**src/rtl/multdiv_pkg.sv**
```systemverilog
// rtl/multdiv_pkg.sv - shared constants for the iterative multiply/divide unit
package multdiv_pkg;

    localparam int MD_WIDTH = 32;
    localparam int CNT_W    = $clog2(MD_WIDTH) + 1;

    localparam logic [1:0] S_IDLE = 2'd0;
    localparam logic [1:0] S_MUL  = 2'd1;
    localparam logic [1:0] S_DIV  = 2'd2;
    localparam logic [1:0] S_DONE = 2'd3;

    // Written to $r30 by writeback when data_exception is set
    localparam logic [31:0] RSTATUS_MUL = 32'd4;
    localparam logic [31:0] RSTATUS_DIV = 32'd5;

endpackage

```
**src/rtl/multdiv_counter.sv**
```systemverilog
// rtl/multdiv_counter.sv - iteration counter with clear, enable and terminal count
module multdiv_counter
    import multdiv_pkg::*;
#(
    parameter logic [CNT_W-1:0] LAST = CNT_W'(MD_WIDTH - 1)
) (
    input  logic clock,
    input  logic reset,
    input  logic clear,
    input  logic enable,
    output logic terminal
);

    logic [CNT_W-1:0] count;

    always_ff @(posedge clock or posedge reset) begin
        if (reset)
            count <= '0;
        else if (clear)
            count <= '0;
        else if (enable)
            count <= count + CNT_W'(1);
    end

    assign terminal = (count == LAST);

endmodule

```
**src/rtl/multdiv_unit.sv**
```systemverilog
// rtl/multdiv_unit.sv - iterative signed multiply (radix-2 Booth) / divide (non-restoring)
module multdiv_unit
    import multdiv_pkg::*;
#(
    parameter int WIDTH = MD_WIDTH
) (
    input  logic             clock,
    input  logic             reset,
    input  logic [WIDTH-1:0] data_operandA,
    input  logic [WIDTH-1:0] data_operandB,
    input  logic             ctrl_MULT,
    input  logic             ctrl_DIV,
    output logic [WIDTH-1:0] data_result,
    output logic             data_exception,
    output logic             data_resultRDY,
    output logic             busy
);

    localparam logic [WIDTH-1:0] MIN_VAL = {1'b1, {(WIDTH-1){1'b0}}};

    logic [1:0]         state;
    logic [2*WIDTH:0]   prodReg;
    logic [WIDTH-1:0]   mcand;
    logic [WIDTH-1:0]   divisor;
    logic [WIDTH-1:0]   quoReg;
    logic [WIDTH+1:0]   remReg;
    logic               negQ;
    logic               divZero;
    logic               divOvf;
    logic               lastStep;
    logic               startOk;

    assign startOk = (state == S_IDLE || state == S_DONE) && (ctrl_MULT || ctrl_DIV);

    multdiv_counter #(.LAST(CNT_W'(WIDTH - 1))) iterCounter (
        .clock    (clock),
        .reset    (reset),
        .clear    (startOk),
        .enable   (state == S_MUL || state == S_DIV),
        .terminal (lastStep)
    );

    // Booth step: the sum is kept one bit wider so subtracting the most negative multiplicand cannot wrap
    logic [WIDTH:0]   boothSum;
    logic [2*WIDTH:0] prodNext;
    logic             mulOvf;

    always_comb begin
        boothSum = {prodReg[2*WIDTH], prodReg[2*WIDTH:WIDTH+1]};
        case (prodReg[1:0])
            2'b01:   boothSum = boothSum + {mcand[WIDTH-1], mcand};
            2'b10:   boothSum = boothSum - {mcand[WIDTH-1], mcand};
            default: boothSum = boothSum;
        endcase
        prodNext = {boothSum, prodReg[WIDTH:1]};
        mulOvf   = !((&prodNext[2*WIDTH:WIDTH]) || !(|prodNext[2*WIDTH:WIDTH]));
    end

    // Non-restoring step on magnitudes; the quotient needs no final correction
    logic [WIDTH+1:0] remShift;
    logic [WIDTH+1:0] remNext;
    logic [WIDTH-1:0] quoNext;
    logic [WIDTH-1:0] divQuot;

    always_comb begin
        remShift = {remReg[WIDTH:0], quoReg[WIDTH-1]};
        remNext  = remReg[WIDTH+1] ? remShift + {2'b00, divisor} : remShift - {2'b00, divisor};
        quoNext  = {quoReg[WIDTH-2:0], ~remNext[WIDTH+1]};
        divQuot  = negQ ? -quoNext : quoNext;
    end

    always_ff @(posedge clock or posedge reset) begin
        if (reset) begin
            state          <= S_IDLE;
            prodReg        <= '0;
            mcand          <= '0;
            divisor        <= '0;
            quoReg         <= '0;
            remReg         <= '0;
            negQ           <= 1'b0;
            divZero        <= 1'b0;
            divOvf         <= 1'b0;
            data_result    <= '0;
            data_exception <= 1'b0;
            data_resultRDY <= 1'b0;
            busy           <= 1'b0;
        end else begin
            data_resultRDY <= 1'b0;
            if (startOk) begin
                state          <= ctrl_MULT ? S_MUL : S_DIV;
                mcand          <= data_operandA;
                prodReg        <= {{WIDTH{1'b0}}, data_operandB, 1'b0};
                quoReg         <= data_operandA[WIDTH-1] ? -data_operandA : data_operandA;
                divisor        <= data_operandB[WIDTH-1] ? -data_operandB : data_operandB;
                remReg         <= '0;
                negQ           <= data_operandA[WIDTH-1] ^ data_operandB[WIDTH-1];
                divZero        <= (data_operandB == '0);
                divOvf         <= (data_operandA == MIN_VAL) && (&data_operandB);
                data_exception <= 1'b0;
                busy           <= 1'b1;
            end else begin
                case (state)
                    S_MUL: begin
                        prodReg <= prodNext;
                        if (lastStep) begin
                            state          <= S_DONE;
                            busy           <= 1'b0;
                            data_resultRDY <= 1'b1;
                            data_result    <= prodNext[WIDTH:1];
                            data_exception <= mulOvf;
                        end
                    end
                    S_DIV: begin
                        remReg <= remNext;
                        quoReg <= quoNext;
                        if (lastStep) begin
                            state          <= S_DONE;
                            busy           <= 1'b0;
                            data_resultRDY <= 1'b1;
                            data_result    <= divZero ? '0 : divQuot;
                            data_exception <= divZero | divOvf;
                        end
                    end
                    S_DONE:  state <= S_IDLE;
                    default: state <= S_IDLE;
                endcase
            end
        end
    end

endmodule

```
**config.mk**
```make
export PLATFORM = sky130hd
export DESIGN_NAME = multdiv_unit
export DESIGN_NICKNAME = d
export VERILOG_FILES = /design/src/rtl/multdiv_pkg.sv /design/src/rtl/multdiv_counter.sv /design/src/rtl/multdiv_unit.sv
export SDC_FILE = /design/constraint.sdc
export NUM_CORES = 1
export LEC_CHECK = 0
export BUFFER_PORTS_ARGS = -buffer_cell sky130_fd_sc_hd__clkbuf_2
export CORE_MARGIN = 3
export CORE_UTILIZATION = 36
export CTS_CLUSTER_SIZE = 16
export DETAILED_ROUTE_END_ITERATION = 7
export MAX_ROUTING_LAYER = met4
export PLACE_DENSITY = 0.49
export RECOVER_POWER = 25
export SKIP_CTS_REPAIR_TIMING = 1
export SLEW_MARGIN = 25
export SYNTH_ARGS = -nofsm -noshare
export SYNTH_HDL_FRONTEND = slang
export SYNTH_SLANG_ARGS = --single-unit
export TNS_END_PERCENT = 50
```
**constraint.sdc**
```tcl
create_clock -name clock -period 13.9 [get_ports clock]
set_input_delay 2.085 -clock clock [delete_from_list [all_inputs] [get_ports clock]]
set_output_delay 2.085 -clock clock [all_outputs]
set_load 0.03 [all_outputs]
```
# Word-level counts from Yosys, hierarchy flattened
# Index checks and enable logic that the tools add are counted.
[classes]
addsub = 8
eq_ne = 12
muxes = 31
bitwise = 4
reduce_logical = 24
[ops]
columns = ["cell", "n"]
rows = [
  ["$mux 32", 8],
  ["$mux 65", 2],
  ["$mux 34", 3],
  ["$neg 32->32", 3],
  ["$pmux 33 s2", 1],
  ["$pmux 32 s2", 1],
  ["$add 34x32->34", 1],
  ["$sub 34x32->34", 1],
  ["$add 32x32->33", 1],
  ["$reduce_and 33->1", 1],
  ["$reduce_or 33->1", 1],
  ["$sub 32x32->33", 1],
  ["$eq 32x32->1 const B", 1],
  ["$logic_not 32->1", 1],
  ["$reduce_and 32->1", 1],
  ["$mux 6", 2],
  ["$reduce_bool 2->1", 6],
  ["$mux 1", 9],
  ["$ne 3x1->1 const B", 3],
  ["$mux 2", 4],
  ["$add 6x1->6 const B", 1],
  ["$eq 2x2->1 const B", 3],
  ["$eq 6x5->1 const B", 1],
  ["$eq 2x1->1 const B", 2],
  ["14 further kinds", 21],
]
[word_totals]
register_bits = 241
input_bits = 68
output_inout_bits = 35
wordCells = 93

# Longest topological paths before layout
[logic_depth]
depth_word = 9
mapped_depth = 30
ltp_nobuf = 29

# By module
# A second synthesis with hierarchy kept.
[hier_totals]
hier_cells = 2056
area_unflattened_um2 = 17305.3
[modules_own_cells]
columns = ["mod", "n_inst", "cells_per_inst", "area_per_inst_um2", "seq_area_each_um2"]
rows = [
  ["multdiv_unit", 1, 2029, 17023.8, 5880.6],
  ["multdiv_counter", 1, 27, 281.5, 150.1],
]

# Worst setup path before layout
# Ideal clock, no wire load.
[synth_path]
path_kind = "reg-to-reg"
start = "register divisor[4]"
end = "register data_result[26]"
setup_ps = 135
arrival_time_ps = 5469
required_time_ps = 13765
path_slack_ps = 8296
path_stages_with_launch = 28
n_path_buf = 1
synth_period_minus_slack_ps = 5604
cell_sequence = "dfrtp_1 nor4_1 nor4b_1 and2_1 nor4b_2 a21oi_1 nor2_1 o21ai_0 xor2_1 ha_1 a21o_1 a21oi_1 o21ai_0 a21oi_1 o31a_1 a31oi_1 xor2_1 clkbuf_1 inv_1 ha_1 nand4bb_1 nand2b_1 or2_2 o31ai_1 xor2_1 nor3_1 a21oi_1 o21ai_0"
[synth_via]
elab_chain_cells = 8
word_cells_on_any_way = 9
classes_between = "add/sub: 3; mux: 5; bitwise: 1"
[synth_rtl]
columns = ["item", "line_no", "rtl"]
rows = [
  ["start, declared", "multdiv_unit.sv:24", "logic [WIDTH-1:0] divisor;"],
  ["start signal, assigned", "multdiv_unit.sv:94", "divisor <= data_operandB[WIDTH-1] ? -data_operandB : data_operandB;"],
  ["$sub 34x32->34 / $add 34x32->34 (equally long branches)", "multdiv_unit.sv:67", "remNext = remReg[WIDTH+1] ? remShift + {2'b00, divisor} : remShift - {2'b00, divisor};"],
  ["$mux 34 *", "multdiv_unit.sv:67", ""],
  ["$not 1->1 *", "multdiv_unit.sv:68", "quoNext = {quoReg[WIDTH-2:0], ~remNext[WIDTH+1]};"],
  ["$neg 32->32 *", "multdiv_unit.sv:69", "divQuot = negQ ? -quoNext : quoNext;"],
  ["$mux 32 *", "multdiv_unit.sv:69", ""],
  ["$mux 32 *", "multdiv_unit.sv:120", "data_result <= divZero ? '0 : divQuot;"],
  ["$mux 32 *", "multdiv_unit.sv:116", "if (lastStep) begin"],
  ["$pmux 32 s2 *", "multdiv_unit.sv:102", "case (state)"],
  ["end signal, assigned", "multdiv_unit.sv:109", "data_result <= prodNext[WIDTH:1];"],
  ["end signal, assigned", "multdiv_unit.sv:120", ""],
  ["end, declared", "multdiv_unit.sv:13", "output logic [WIDTH-1:0] data_result,"],
]
# Mark *: on every way between the ends. The rest lies on a longest branch, timed or not. The select of a mux whose other input is x is not followed.
# A chain may end at the register's enable or synchronous reset.

==> results.sh <==
export IMPL_num_io_pins=103
export IMPL_hp_start="divOvf"
export IMPL_worst_clock_skew_ns=0.0160
export IMPL_clk_insertion_delay_late_ns=0.58
export IMPL_initial_utilization_pct=36.7
export IMPL_setup_viol=0
export IMPL_drive_gt1_share_pct=9.61
export IMPL_synth_top_family_by_area="compound AO/OA/AOI/OAI gates"
export IMPL_wl_met2_mm=24.3
export IMPL_cp_max_fo=113
export IMPL_finalCritPeriodShare_pct=62.1
export IMPL_drtAntennaViolNets=0
export IMPL_row_count=79
export IMPL_hold_path_class="flop to flop"
export IMPL_yosys_top_cells_count="246 x nand2_1, 241 x dfrtp_1, 207 x nor2_1, 170 x o21ai_0, 161 x a21oi_1"
export IMPL_status="complete, but fails checks"
export IMPL_die_w_um=225
export IMPL_synth_top_area_share_pct=35.0
export IMPL_gp_routability_congestion=0.886
export IMPL_syn_cell_area_um2=17200
export IMPL_synthArstFlopShare_pct=100
export IMPL_routed_wl_mm=53.1
export IMPL_whs_endpoint="divOvf"
export IMPL_cts_htree_levels=1
export IMPL_die_y_um=225
export IMPL_max_freq_ghz=0.116
export IMPL_critical_path_arrival_ns=9.22
export IMPL_setup_tns_ns=0
export IMPL_ys_ff_latch=241
export IMPL_slew_viol_final=224
export IMPL_pre_cts_ws_ns=7.43
export IMPL_critPathKind="input port to asynchronous set/reset pin"
export IMPL_tightest_slew_ns=5.42
export IMPL_yosys_area_share_adder_pct=5.68
export IMPL_cts_sinks=241
export IMPL_violations="capacitance limit, slew limit"
export IMPL_die_area_um2=50500
export IMPL_max_slew_margin_rel_pct=-263
export IMPL_place_hpwl_mm=39.2
export IMPL_yosysUniqueCellTypes=77
export IMPL_vias_per_cell=5.57
export IMPL_core_area_um2=47000
export IMPL_grt_pass1_wl_mm=85.1
export IMPL_synth_xor_area_share_pct=9.61
export IMPL_dr_pass1_iters=8
export IMPL_wl_met1_mm=25.6
export IMPL_fin_nets=2255
export IMPL_drt_iter0_markers=955
export IMPL_syn_inst=2067
export IMPL_critPathCaptureType="asynchronous set/reset pin"
export IMPL_io_buffers=102
export IMPL_ys_seq_area_share_pct=35.0
export IMPL_clockBufferDepth=3
export IMPL_muxShareOfSynthArea_pct=6.04
export IMPL_fill_cells=4791
export IMPL_drc=0
export IMPL_ys_flop_type="dfrtp_1"
export IMPL_synth_warnings=0
export IMPL_clk_pin_slew_ns=0.06
export IMPL_maxCapViolations=3
export IMPL_layout_setup_ws_ns=5.27
export IMPL_reg2regPathDepth=27
export IMPL_grt_max_degree=114
export IMPL_wl_per_cell_um=19.4
export IMPL_rsz0062_at_grt="no"
export IMPL_wl_met3_mm=1.92
export IMPL_synth_most_common_cell="nand2_1"
export IMPL_grt_overflow=0
export IMPL_r2r_start="divisor[5]"
export IMPL_hold_depth=2
export IMPL_yosys_top_cells_area="dfrtp_1 35%, mux2i_1 5.5%, ha_1 5.4%"
export IMPL_synth_avg_cell_area_um2=8.34
export IMPL_startpoint_type="input port"
export IMPL_fin_util_pct=41.3
export IMPL_rr_endpoint="data_result[26]"
export IMPL_synthSimpleGateAreaFrac_pct=19.8
export IMPL_syn_num_nets=2212
export IMPL_crit_required_ns=14.50
export IMPL_cts_tree="built"
export IMPL_highest_layer="met4"
export IMPL_r2r_setup_slack_ns=7.44
export IMPL_min_period_ns=8.63
export IMPL_grtUsageTotal_pct=21.5
export IMPL_yosysTopAreaCell="dfrtp_1"
export IMPL_hold_viol=0
export IMPL_antenna_found_initial=1
export IMPL_root_buffer="clkbuf_16"
export IMPL_grt_pass1_vias=14980
export IMPL_area_growth_pct=12.6
export IMPL_cts_buffers=30
export IMPL_synth_edf_count=0
export IMPL_vias=15271
export IMPL_synth_compound_area_share_pct=20.2
## flip-flops by register name (all words and copies together), names as in the netlist
signal,cells
divisor,32
data_result,32
data_resultRDY,1
busy,1
iterCounter.count,6
prodReg,65
mcand,32
state,2
divZero,1
divOvf,1
quoReg,32
remReg,34
negQ,1
data_exception,1
## layout make-up
cell class | count | area [um2] | share of cell area (%)
Timing Repair Buffer | 120 | 638 | 3.29
Multi-Input combinational cell | 1658 | 10600 | 54.7
Sequential cell | 241 | 6030 | 31.1
Clock inverter | 13 | 245 | 1.26
Tap cell | 607 | 759 | 3.91
Clock buffer | 43 | 901 | 4.64
Antenna cell | 1 | 2.50 | 0.0129
Inverter | 59 | 223 | 1.15
## metrics by stage
stage	area (um2)	cells	hold WS, ns
finish	19400	2742	0.490
global route	19400	2742	0.526
CTS	19400	2741	0.493
detailed placement	18300	2685	0.474
global placement	18300	2685	0.465
floorplan	17200	2067	0.445
## layer usage
metal | vias to the layer above | global-route usage, %
met5 | - | -
met4 | 0 | 5.09
met3 | 75 | 2.18
met1 | 7391 | 29.8
met2 | 286 | 34.0
li1 | 7519 | -
## worst max-delay path, cell delays in order
cell and delay [ns]:
clkbuf_1 0.08, clkinvlp_2 2.96, clkbuf_1 2.93, buf_4 1.00
## kinds of logic after synthesis
logic type	count (synthesis)
xor gates and xnor gates	189
muxes	103
adders and majority gates	77
and+or+nand+nor	725
DFF	241
AOI/OAI and AO/OA	564
buffers and inverters	168
## placed cells by master (no fill, tap or decap), drive strengths merged, types with 5 or more instances in the layout
cell     netlist  final
nand2        246    246
or2           10     10
nor3          42     42
a31oi         22     22
o31a           6      6
nor2         207    207
o21ai        173    173
a21oi        161    161
o2111ai        5      5
or3           29     29
o211a          5      5
nand2b        17     17
o21a          12     12
nor2b         16     16
a221oi        13     13
o21bai        12     12
or4           15     15
o41ai         12     12
mux2i         95     95
mux2           8      8
ha            75     75
and3          20     20
nor3b          5      5
a21o          23     23
o31ai         41     41
xor2          84     84
xnor2        105    105
inv           59     58
clkbuf        84    146
buf           25     17
dfrtp        241    241
a211oi        28     28
bufinv         0      7
nand3         37     37
nand4         22     22
and2           9      9
nor4          26     26
nor4b          7      7
o211ai        11     11
o22ai          9      9
## worst max-delay path by stage
stage,slack [ns],cells past startpoint,end,startpoint
after detailed placement,7.43,27,data_result[26],divisor[5]
after global routing,3.86,4,quoReg[20],reset
after global placement,7.53,27,data_result[28],divisor[4]
after floorplan,5.20,1,busy,reset
after CTS,7.42,27,data_result[26],divisor[5]
final,5.27,4,quoReg[18],reset
Power is not shown: default switching activity piles up to over one toggle a cycle in this logic, so the estimate is an artifact.
